===== src/rtl/riscv_pkg.sv =====
// riscv_pkg: definitions shared across the RISC-V core.
//   XLEN          - datapath width
//   OP_*          - major opcodes, common to the fetch unit and main_decoder
//   fetch_state_e - fetch FSM state encoding
//   fetch_entry_t - one instruction-buffer entry (instruction + its PC)
package riscv_pkg;

  localparam int unsigned XLEN = 32;

  localparam logic [6:0] OP_LOAD   = 7'b0000011;
  localparam logic [6:0] OP_STORE  = 7'b0100011;
  localparam logic [6:0] OP_RTYPE  = 7'b0110011;
  localparam logic [6:0] OP_ITYPE  = 7'b0010011;
  localparam logic [6:0] OP_BRANCH = 7'b1100011;
  localparam logic [6:0] OP_JAL    = 7'b1101111;

  typedef enum logic [1:0] {
    FETCH_IDLE = 2'd0,
    FETCH_REQ  = 2'd1,
    FETCH_WAIT = 2'd2
  } fetch_state_e;

  typedef struct packed {
    logic [XLEN-1:0] instr;
    logic [XLEN-1:0] pc;
  } fetch_entry_t;

endpackage


===== src/rtl/instr_fetch_unit_if.sv =====
// instr_fetch_unit_if: instruction-memory and decode-side signals of the
// fetch stage.
//   imem_req_valid/imem_req_ready/imem_addr : request channel to imem
//   imem_rsp_valid/imem_rsp_data            : response channel from imem
//   instr_valid/instr_ready                 : head-of-buffer handshake to decode
//   instr/op/instr_pc/instr_pc_plus4        : head entry presented to decode
// master: the fetch unit. slave: memory + decode environment.
interface instr_fetch_unit_if;
  import riscv_pkg::*;

  logic            imem_req_valid;
  logic            imem_req_ready;
  logic [XLEN-1:0] imem_addr;
  logic            imem_rsp_valid;
  logic [XLEN-1:0] imem_rsp_data;
  logic            instr_valid;
  logic            instr_ready;
  logic [XLEN-1:0] instr;
  logic [6:0]      op;
  logic [XLEN-1:0] instr_pc;
  logic [XLEN-1:0] instr_pc_plus4;

  modport master (
    output imem_req_valid, imem_addr, instr_valid, instr, op, instr_pc, instr_pc_plus4,
    input  imem_req_ready, imem_rsp_valid, imem_rsp_data, instr_ready
  );

  modport slave (
    input  imem_req_valid, imem_addr, instr_valid, instr, op, instr_pc, instr_pc_plus4,
    output imem_req_ready, imem_rsp_valid, imem_rsp_data, instr_ready
  );

endinterface


===== src/rtl/instr_fetch_unit_fifo.sv =====
// fetch_fifo: synchronous instruction buffer, DEPTH entries of fetch_entry_t.
//   clk, rst_n   - clock, asynchronous active-low reset
//   flush_i      - empties the buffer; voids push/pop in the same cycle
//   push_i       - write push_data_i at the tail
//   pop_i        - drop the head entry
//   head_o       - registered head entry, all-zero while empty
//   count_o      - occupancy; empty_o / full_o status flags
// DEPTH must be a power of two so the pointers wrap naturally.
module fetch_fifo
  import riscv_pkg::*;
#(
  parameter int unsigned DEPTH = 2
) (
  input  logic                   clk,
  input  logic                   rst_n,
  input  logic                   flush_i,
  input  logic                   push_i,
  input  fetch_entry_t           push_data_i,
  input  logic                   pop_i,
  output fetch_entry_t           head_o,
  output logic [$clog2(DEPTH):0] count_o,
  output logic                   empty_o,
  output logic                   full_o
);

  localparam int unsigned AW      = $clog2(DEPTH);
  localparam logic [AW:0] DEPTH_C = (AW+1)'(DEPTH);

  fetch_entry_t  mem_q [DEPTH];
  logic [AW-1:0] wr_ptr_q, wr_ptr_d;
  logic [AW-1:0] rd_ptr_q, rd_ptr_d;
  logic [AW:0]   count_q, count_d;
  logic          do_push, do_pop;

  assign empty_o = (count_q == '0);
  assign full_o  = (count_q == DEPTH_C);
  assign do_pop  = pop_i & ~flush_i & ~empty_o;
  assign do_push = push_i & ~flush_i & (~full_o | do_pop);
  assign count_o = count_q;
  assign head_o  = empty_o ? '0 : mem_q[rd_ptr_q];

  always_comb begin
    wr_ptr_d = wr_ptr_q;
    rd_ptr_d = rd_ptr_q;
    count_d  = count_q;
    if (flush_i) begin
      wr_ptr_d = '0;
      rd_ptr_d = '0;
      count_d  = '0;
    end else begin
      if (do_push) wr_ptr_d = wr_ptr_q + AW'(1);
      if (do_pop)  rd_ptr_d = rd_ptr_q + AW'(1);
      case ({do_push, do_pop})
        2'b10:   count_d = count_q + (AW+1)'(1);
        2'b01:   count_d = count_q - (AW+1)'(1);
        default: count_d = count_q;
      endcase
    end
  end

  always_ff @(posedge clk or negedge rst_n) begin
    if (!rst_n) begin
      wr_ptr_q <= '0;
      rd_ptr_q <= '0;
      count_q  <= '0;
      mem_q    <= '{default: '0};
    end else begin
      wr_ptr_q <= wr_ptr_d;
      rd_ptr_q <= rd_ptr_d;
      count_q  <= count_d;
      if (do_push) mem_q[wr_ptr_q] <= push_data_i;
    end
  end

endmodule


===== src/rtl/instr_fetch_unit.sv =====
// instr_fetch_unit: fetch stage feeding main_decoder.
//   clk, rst_n          - clock, asynchronous active-low reset
//   redirect            - taken branch / jal from execute
//   redirect_pc         - redirect target (forced to word alignment)
//   bus (master)        - imem request/response and decode head signals
//   fetch_count         - pops since reset        (FETCH_PERF_EN only)
//   starve_count        - cycles decode waited    (FETCH_PERF_EN only)
// Optional feature macro: FETCH_PERF_EN adds the two performance counters.
// One imem request is outstanding at most; returned words are buffered with
// their PCs in fetch_fifo, whose head is presented to decode.
module instr_fetch_unit
  import riscv_pkg::*;
#(
  parameter logic [XLEN-1:0] RESET_PC   = '0,
  parameter int unsigned     FIFO_DEPTH = 2
) (
  input  logic                clk,
  input  logic                rst_n,
  input  logic                redirect,
  input  logic [XLEN-1:0]     redirect_pc,
  instr_fetch_unit_if.master  bus
`ifdef FETCH_PERF_EN
  ,
  output logic [31:0]         fetch_count,
  output logic [31:0]         starve_count
`endif
);

  localparam int unsigned   CW      = $clog2(FIFO_DEPTH) + 1;
  localparam logic [CW-1:0] DEPTH_C = CW'(FIFO_DEPTH);

  fetch_state_e    state_q, state_d;
  logic [XLEN-1:0] fetch_pc_q, fetch_pc_d;
  logic            stale_q, stale_d;

  logic [CW-1:0]   count;
  logic [CW-1:0]   occ_after;
  logic            push, pop, empty, full;
  fetch_entry_t    head, push_entry;

  assign pop = bus.instr_valid & bus.instr_ready;

  // While waiting on a non-stale response, fetch_pc has already advanced past
  // the outstanding request, so the request PC is fetch_pc - 4.
  assign push_entry = '{instr: bus.imem_rsp_data, pc: fetch_pc_q - XLEN'(4)};

  // Occupancy after this cycle's push/pop; a push only happens with room.
  assign occ_after = count + CW'(push) - CW'(pop);

  always_comb begin
    state_d    = state_q;
    fetch_pc_d = fetch_pc_q;
    stale_d    = stale_q;
    push       = 1'b0;

    case (state_q)
      FETCH_IDLE: begin
        if (count < DEPTH_C) state_d = FETCH_REQ;
      end
      FETCH_REQ: begin
        if (bus.imem_req_ready) begin
          state_d    = FETCH_WAIT;
          fetch_pc_d = fetch_pc_q + XLEN'(4);
        end
      end
      FETCH_WAIT: begin
        if (bus.imem_rsp_valid) begin
          if (stale_q) stale_d = 1'b0;
          else         push    = 1'b1;
          state_d = (occ_after < DEPTH_C) ? FETCH_REQ : FETCH_IDLE;
        end
      end
      default: state_d = FETCH_IDLE;
    endcase

    // Redirect overrides everything above. The buffer is flushed by the FIFO
    // itself; here only the PC, the stale marker and the state are fixed up.
    // A response landing in the redirect cycle is the one being waited on, so
    // it is simply dropped rather than marking a later response stale.
    if (redirect) begin
      fetch_pc_d = {redirect_pc[XLEN-1:2], 2'b00};
      push       = 1'b0;
      case (state_q)
        FETCH_IDLE: state_d = FETCH_REQ;
        FETCH_REQ: begin
          if (bus.imem_req_ready) stale_d = 1'b1;
        end
        FETCH_WAIT: begin
          if (bus.imem_rsp_valid) begin
            state_d = FETCH_REQ;
            stale_d = 1'b0;
          end else begin
            stale_d = 1'b1;
          end
        end
        default: state_d = FETCH_IDLE;
      endcase
    end
  end

  always_ff @(posedge clk or negedge rst_n) begin
    if (!rst_n) begin
      state_q    <= FETCH_IDLE;
      fetch_pc_q <= RESET_PC;
      stale_q    <= 1'b0;
    end else begin
      state_q    <= state_d;
      fetch_pc_q <= fetch_pc_d;
      stale_q    <= stale_d;
    end
  end

  fetch_fifo #(
    .DEPTH (FIFO_DEPTH)
  ) u_fifo (
    .clk         (clk),
    .rst_n       (rst_n),
    .flush_i     (redirect),
    .push_i      (push),
    .push_data_i (push_entry),
    .pop_i       (pop),
    .head_o      (head),
    .count_o     (count),
    .empty_o     (empty),
    .full_o      (full)
  );

  assign bus.imem_req_valid = (state_q == FETCH_REQ);
  assign bus.imem_addr      = fetch_pc_q;
  assign bus.instr_valid    = ~empty;
  assign bus.instr          = head.instr;
  assign bus.op             = head.instr[6:0];
  assign bus.instr_pc       = head.pc;
  assign bus.instr_pc_plus4 = head.pc + XLEN'(4);

`ifdef FETCH_PERF_EN
  logic [31:0] fetch_count_q, starve_count_q;

  always_ff @(posedge clk or negedge rst_n) begin
    if (!rst_n) begin
      fetch_count_q  <= '0;
      starve_count_q <= '0;
    end else begin
      if (pop & ~redirect)                  fetch_count_q  <= fetch_count_q + 32'd1;
      if (bus.instr_ready & ~bus.instr_valid) starve_count_q <= starve_count_q + 32'd1;
    end
  end

  assign fetch_count  = fetch_count_q;
  assign starve_count = starve_count_q;
`endif

endmodule


===== src/flat_wrapper.sv =====
// flat-port wrapper written by rule: the top's interface ports become plain ports
module instr_fetch_unit_flat import riscv_pkg::*;
#(
  parameter logic [XLEN-1:0] RESET_PC   = '0,
  parameter int unsigned     FIFO_DEPTH = 2
)
  (clk, rst_n, redirect, redirect_pc, bus_imem_req_valid, bus_imem_addr, bus_instr_valid, bus_instr, bus_op, bus_instr_pc, bus_instr_pc_plus4, bus_imem_req_ready, bus_imem_rsp_valid, bus_imem_rsp_data, bus_instr_ready);
  instr_fetch_unit_if bus_i ();
  input  logic clk;
  input  logic rst_n;
  input  logic redirect;
  input  logic [XLEN-1:0] redirect_pc;
  output wire logic [$bits(bus_i.imem_req_valid)-1:0] bus_imem_req_valid;
  output wire logic [$bits(bus_i.imem_addr)-1:0] bus_imem_addr;
  output wire logic [$bits(bus_i.instr_valid)-1:0] bus_instr_valid;
  output wire logic [$bits(bus_i.instr)-1:0] bus_instr;
  output wire logic [$bits(bus_i.op)-1:0] bus_op;
  output wire logic [$bits(bus_i.instr_pc)-1:0] bus_instr_pc;
  output wire logic [$bits(bus_i.instr_pc_plus4)-1:0] bus_instr_pc_plus4;
  input wire logic [$bits(bus_i.imem_req_ready)-1:0] bus_imem_req_ready;
  input wire logic [$bits(bus_i.imem_rsp_valid)-1:0] bus_imem_rsp_valid;
  input wire logic [$bits(bus_i.imem_rsp_data)-1:0] bus_imem_rsp_data;
  input wire logic [$bits(bus_i.instr_ready)-1:0] bus_instr_ready;
  assign bus_imem_req_valid = bus_i.imem_req_valid;
  assign bus_imem_addr = bus_i.imem_addr;
  assign bus_instr_valid = bus_i.instr_valid;
  assign bus_instr = bus_i.instr;
  assign bus_op = bus_i.op;
  assign bus_instr_pc = bus_i.instr_pc;
  assign bus_instr_pc_plus4 = bus_i.instr_pc_plus4;
  assign bus_i.imem_req_ready = bus_imem_req_ready;
  assign bus_i.imem_rsp_valid = bus_imem_rsp_valid;
  assign bus_i.imem_rsp_data = bus_imem_rsp_data;
  assign bus_i.instr_ready = bus_instr_ready;
  instr_fetch_unit #(.RESET_PC(RESET_PC), .FIFO_DEPTH(FIFO_DEPTH)) u_core (.clk(clk), .rst_n(rst_n), .redirect(redirect), .redirect_pc(redirect_pc), .bus(bus_i));
endmodule

===== config.mk =====
export PLATFORM = sky130hd
export DESIGN_NAME = instr_fetch_unit_flat
export DESIGN_NICKNAME = d
export VERILOG_FILES = /design/src/rtl/riscv_pkg.sv /design/src/rtl/instr_fetch_unit_if.sv /design/src/rtl/instr_fetch_unit_fifo.sv /design/src/rtl/instr_fetch_unit.sv /design/src/flat_wrapper.sv
export SDC_FILE = /design/constraint.sdc
export NUM_CORES = 1
export LEC_CHECK = 0
export ABC_AREA = 1
export CORE_ASPECT_RATIO = 1.25
export CORE_UTILIZATION = 45
export DETAILED_ROUTE_END_ITERATION = 10
export PLACE_DENSITY_LB_ADDON = 0.05
export REMOVE_ABC_BUFFERS = 1
export SYNTH_ARGS = -nofsm -noshare
export SYNTH_HDL_FRONTEND = slang
export SYNTH_HIERARCHICAL = 1
export SYNTH_SLANG_ARGS = --single-unit

===== constraint.sdc =====
create_clock -name clk -period 2.8 [get_ports clk]
set_input_delay 0.56 -clock clk [delete_from_list [all_inputs] [get_ports clk]]
set_output_delay 0.56 -clock clk [all_outputs]
set_load 0.02 [all_outputs]

# ---- Word-level counts from Yosys, hierarchy flattened
# Index checks and enable logic that the tools add are counted.
dict set report totals {
  ff_bits 167
  out_inout_bits 137
  elab_cells 83
}
dict set report op_classes {
  add_sub_neg 9
  n_lt_le_gt_ge 5
  eq_ne 5
  muxes 34
  bitwise_logic 11
  reduce_logical 9
}
# operator count
set ops {}
lappend ops {{$mux W64} 5}
lappend ops {{$bwmux W128} 1}
lappend ops {{$mux W32} 3}
lappend ops {{$add A32 B3 Y32 const B} 2}
lappend ops {{$demux W64 S1} 1}
lappend ops {{$sub A32 B3 Y32 const B} 1}
lappend ops {{$mux W1} 14}
lappend ops {{$mux W2} 6}
lappend ops {{$pmux W2 S3} 2}
lappend ops {{$reduce_bool A2 Y1} 4}
lappend ops {{$eq A2 B2 Y1 const B} 3}
lappend ops {{$and A1 B1 Y1} 5}
lappend ops {{$eq A2 B1 Y1 const B} 2}
lappend ops {{$ge A2 B2 Y1 const B} 2}
lappend ops {{$logic_not A2 Y1} 2}
lappend ops {{$lt A2 B2 Y1 const B} 2}
lappend ops {{$not A1 Y2} 2}
lappend ops {{$pmux W2 S2} 1}
lappend ops {{$not A1 Y1} 3}
lappend ops {{$reduce_bool A3 Y1} 1}
lappend ops {{$add A1 B1 Y1 const B} 2}
lappend ops {{$add A2 B1 Y2} 1}
lappend ops {{$add A2 B1 Y2 const B} 1}
lappend ops {{$lt A2 B1 Y1 const B} 1}
lappend ops {{6 further kinds} 6}

# ---- Longest topological paths before layout
dict set report logic_depth {
  word_depth 13
  depth_mapped 13
  mapped_depth_nobuf 11
}

# ---- By module
# Netlist, hierarchy kept.
# mod instances cells_each area_per_inst_um2 seq_area_each_um2
set by_module_without_submodules {}
lappend by_module_without_submodules {fetch_fifo 1 727 6132.1 3303.2}
lappend by_module_without_submodules {instr_fetch_unit 1 684 4012.6 825.8}

# ---- Least setup slack after synthesis
# Ideal clock, no wire load.
dict set report synth_timing {
  path_kind {flip-flop to output port}
  from {register u_core.u_fifo.count_q[1], in the netlist u_core/u_fifo/count_o[1]}
  to {output bus_instr_pc_plus4[26]}
  arrival_time_ps 2814
  path_slack_ps -574
  path_stages_with_launch 13
  path_buffers 2
  cell_sequence {dfrtp_1 -> inv_1 -> nand2_1 -> inv_1 -> buf_2 -> buf_1 -> a21oi_1 -> ha_1 -> nand2_1 -> nor2_2 -> nand2_1 -> nor3_1 -> xor2_1}
}
dict set report synth_via {
  elab_chain_cells 3
}
# element line_no
set synth_rtl {}
lappend synth_rtl {{from (decl)} instr_fetch_unit_fifo.sv:32} ;# logic [AW:0] count_q, count_d;
lappend synth_rtl {{from (signal assigned)} instr_fetch_unit_fifo.sv:70} ;# count_q <= count_d;
lappend synth_rtl {{$logic_not A2 Y1} instr_fetch_unit_fifo.sv:35} ;# assign empty_o = (count_q == '0);
lappend synth_rtl {{$mux W64} instr_fetch_unit_fifo.sv:40} ;# assign head_o = empty_o ? '0 : mem_q[rd_ptr_q];
lappend synth_rtl {{via bus_instr_pc[3]} flat_wrapper.sv:18} ;# output wire logic [$bits(bus_i.instr_pc)-1:0] bus_instr_pc;
lappend synth_rtl {{$add A32 B3 Y32} instr_fetch_unit.sv:134} ;# assign bus.instr_pc_plus4 = head.pc + XLEN'(4);
lappend synth_rtl {{to (decl)} flat_wrapper.sv:19} ;# output wire logic [$bits(bus_i.instr_pc_plus4)-1:0] bus_instr_pc_plus4;
# The timed path passes the listed nets, and every way through them passes these cells.

# ---- Final worst setup path
dict set report layout_timing {
  from {register u_core.u_fifo.rd_ptr_q}
  to {output bus_instr_pc_plus4[17]}
}
dict set report layout_via {
  elab_chain_cells 6
}
# element line_no
set layout_rtl {}
lappend layout_rtl {{from (decl)} instr_fetch_unit_fifo.sv:31} ;# logic [AW-1:0] rd_ptr_q, rd_ptr_d;
lappend layout_rtl {{from (signal assigned)} instr_fetch_unit_fifo.sv:69} ;# rd_ptr_q <= rd_ptr_d;
lappend layout_rtl {{$not A1 Y2 (not written as such)} instr_fetch_unit_fifo.sv:40}
lappend layout_rtl {{$mux W64 (not written as such) (3 in a row)} instr_fetch_unit_fifo.sv:40}
lappend layout_rtl {{$mux W64} instr_fetch_unit_fifo.sv:40}
lappend layout_rtl {{$add A32 B3 Y32} instr_fetch_unit.sv:134}
# No other way between the ends. The select of a mux whose other input is x is not followed.

==> impl_metrics.csv <==
group,metric,value,unit
synth,syn_area,10100,um2
final_layout,antenna_cells,0,
floorplan,fp.coreArea,22200,um2
sta,maxSlewViolCount,0,
cts,htree_levels,4,
synth,yosys.area_share.simple,0.295,
synth,synth_cell_type_count,38,
global_route,grt_pass1_wl,49700,um
power,p_per_area,568,nW/um2
detailed_routing,postRouteAntennaNets,0,
floorplan,initial_core_util,0.457,
synth,synth_cells,1411,
sta,timing.final.crit_period,3130,ps
detailed_routing,wirelength,31000,um
synth,synth_compound_area_frac,0.139,
synth,synth_fa_ha_area_frac,0.00987,
critical_path,critPathSlowestCell,"dfrtp_2",
critical_path,crit_fanout,6,
power,switching_power,2.94,mW
power,internal_power,5.25,mW
detailed_routing,drc,0,
critical_path,crit_top_cell,"buf_4",
synth,synth-main-ff-cell,"dfrtp_1",
sta,fin_worst_skew,12.9,ps
synth,synth_xor_area_frac,0.0509,
min_path,hp-class,"input port to async pin",
floorplan,chipWidth,136,um
global_route,grt_pass1_vias,9965,
power,vdd_drop_max,0.462,mV
cts,cts_sinks,165,
sta,rsz0062_at_grt,"yes",
synth,synth_area_leader_cell,"dfrtp_1",
critical_path,crit_required,2240,ps
synth,synth_area_leaders,"dfrtp_1, nand2_1, inv_1",
global_route,gr-total-overflow,0,
floorplan,die_area,23200,um2
cts,clk_pin_slew,70,ps
placement,gp_congestion,0.955,
synth,synth_edf_count,0,
synth,synthTopCellsByCount,"nand2_1, dfrtp_1, inv_1, nor2_1, o21ai_0",
synth,yosysMostFrequentCell,"nand2_1",
critical_path,cp_slowest_stage_delay,470,ps
placement,hpwl,22200,um
synth,ys_async_sr_fraction,1.00,
final_layout,area_delta_synth_final,42.1,%
power,clockPowerShare,0.286,
cts,clk_path_buf_depth,2,
synth,synth_top_family_by_area,"simple AND/OR/NAND/NOR gates",
outcome,outcome,"complete, but fails checks",
critical_path,critPathKind,"flop to primary output",
synth,yosysWarnings,6,
synth,synthMuxAreaShare,0,
floorplan,rows,61,
sta,setup_ws,-329,ps
detailed_routing,via_per_inst,5.08,
cts,cts_tree,"done",
critical_path,critPathLaunchType,"flop",
power,leakage,7.12,nW
detailed_routing,wl_per_cell,15.5,um
floorplan,io_pins,207,
outcome,violations,"setup timing",
placement,portBuffers,202,
sta,relSlewSlack,0.542,
critical_path,path_cells,"clkinv_4, buf_12, nand2_2, a21oi_4, nand2_2, inv_2, buf_4, nand2_4, nor2_4, nand2_4, buf_4, xnor2_2, buf_4",
placement,placedInstanceArea,13100,um2
global_route,grt_max_degree,70,
job,cap_violations,0,
sta,hold_viol_final,0,
critical_path,ff2ff_path_depth,11,
critical_path,cp_top_family,"buffers and inverters",
cts,clock-root-buffer,"clkbuf_16",
global_route,antenna_found_initial,0,
synth,synth_top_area_share,0.407,
sta,tns,-5850,ps
sta,max_freq,0.320,GHz
sta,worstMarginPinSlew,687,ps
sta,fin_crit_sh,1.12,
final_layout,nNetsFinal,1784,
cts,clk_latency,440,ps
floorplan,die_h,170,um
power,switching_share,0.359,
critical_path,cp.depth,13,
detailed_routing,route.vias.total,10200,
detailed_routing,dr.pass1.iters,5,
sta,finalSetupViolCount,27,
detailed_routing,first_iter_violations,502,
final_layout,design_area,14400,um2
synth,ys_seq_area_frac,0.407,
power,comb_power_share,0.295,
critical_path,worstPathArrival,2570,ps
synth,syn_area_per_cell,7.19,um2
sta,finalHoldWorstSlack,111,ps
critical_path,crit_buf_inv,6,
final_layout,final_layout_size_suffix_gt1_frac,0.225,
cts,cts_made_buffers,17,
global_route,grt.total_usage,0.274,
synth,ys_ff_latch,165,
critical_path,end_kind,"primary output",
power,seq_power_share,0.419,
layout by cell type, fill, tap and decap left out, types with 7 or more instances in the layout:
cell type	n
nand2_2	29
ha_1	7
nand3_1	59
dfrtp_1	164
inv_1	133
a21oi_4	10
clkbuf_16	18
nor2_4	14
nand4_1	17
a21oi_2	19
buf_4	144
a21oi_1	43
nor2_1	102
xnor2_1	9
nor2_2	15
o21ai_1	11
buf_6	12
dlymetal6s2s_1	21
nor3_2	8
o21ai_0	78
clkdlybuf4s50_1	106
dlygate4sd2_1	46
nand2_1	471
o211ai_1	9
xor2_1	45
o21ai_2	55
buf_12	10
per-stage QoR:
step                      setup slack [ps]  cells  utilization  power [mW]
after floorplan                      -1460   1340            -        4.91
after global placement                -539   1945        0.590        5.71
after detailed placement              -525   1945        0.590        5.78
after CTS                             -253   1987        0.631        8.17
after global routing                  -453   2002        0.649        8.71
final                                 -329   2002        0.649        8.18
what timing repair did:
item / in CTS / in global routing
setup endpoints to repair: 91 / 51
pin swaps: 20 / 31
buffers inserted: 8 / 14
gates cloned: 3 / 1
hold buffers: 0 / 0
resized for setup: 274 / 78
power groups by stage:
stage	Clock (mW)	Combinational, mW	Sequential (mW)
after detailed placement	0	2.33	3.45
after global routing	2.48	2.71	3.52
after CTS	2.37	2.39	3.41
after global placement	0	2.27	3.44
final	2.34	2.41	3.43
after floorplan	0	1.47	3.44
worst reg2reg max path, cell delays in order, from the launching register on:
cell and delay, ps:
dfrtp_1 400, inv_1 110, ha_1 170, nand2_1 100, nor3_1 260, inv_1 140, nor2_4 160, nand2_1 90
or2_4 310, buf_12 220, nand2_1 130, o21ai_2 50
registers in the layout, indices dropped and copies added, names as in the netlist:
register	count
u_core/stale_q	1
u_core/u_fifo/wr_ptr_q	1
u_core/u_fifo/rd_ptr_q	1
u_core/u_fifo/mem_q	128
u_core/u_fifo/count_o	2
u_core/bus.imem_addr	30
u_core/state_q	2
kinds of logic after synthesis:
logic type | count (synthesis)
buffers and inverters | 214
other | 1
AND/OR/NAND/NOR | 732
flip-flops | 165
adder cells (fa/ha/maj) | 8
XOR/XNOR | 59
AO/OA/AOI/OAI | 232
path summary, 6_finish.rpt:
path / startpoint / endpoint / slack [ps]
setup / recovery: u_core/u_fifo/rd_ptr_q$_DFFE_PN0P_ / bus_instr_pc_plus4[17] / -330
hold / removal: rst_n / u_core/u_fifo/mem_q[55]$_DFFE_PN0P_ / 110
setup reg to reg: u_core/state_q[0]$_DFF_PN0_ / u_core/u_fifo/mem_q[97]$_DFFE_PN0P_ / 530
hold reg to reg: u_core/u_fifo/mem_q[107]$_DFFE_PN0P_ / u_core/u_fifo/mem_q[107]$_DFFE_PN0P_ / 480
max in group asynchronous: rst_n / u_core/u_fifo/mem_q[30]$_DFFE_PN0P_ / 1870
min in group clk: u_core/u_fifo/mem_q[107]$_DFFE_PN0P_ / u_core/u_fifo/mem_q[107]$_DFFE_PN0P_ / 480
layout make-up:
class                           instances  area (um2)
Clock buffer                           18         439
Clock inverter                         14         143
Fill cell                            2047        7800
Inverter                              140         533
Multi-Input combinational cell       1035        5520
Sequential cell                       165        4130
Tap cell                              283         354
Timing Repair Buffer                  347        3290
per-layer routing:
metal | track usage | wire length [um] | vias up
li1 | - | - | 5048
met1 | 0.328 | 12600 | 4732
met5 | 0 | 0 | -
met3 | 0.0429 | 1540 | 65
met2 | 0.484 | 15800 | 335
met4 | 0.110 | 1080 | 0
Note: power is estimated with default switching activity, not from simulation.
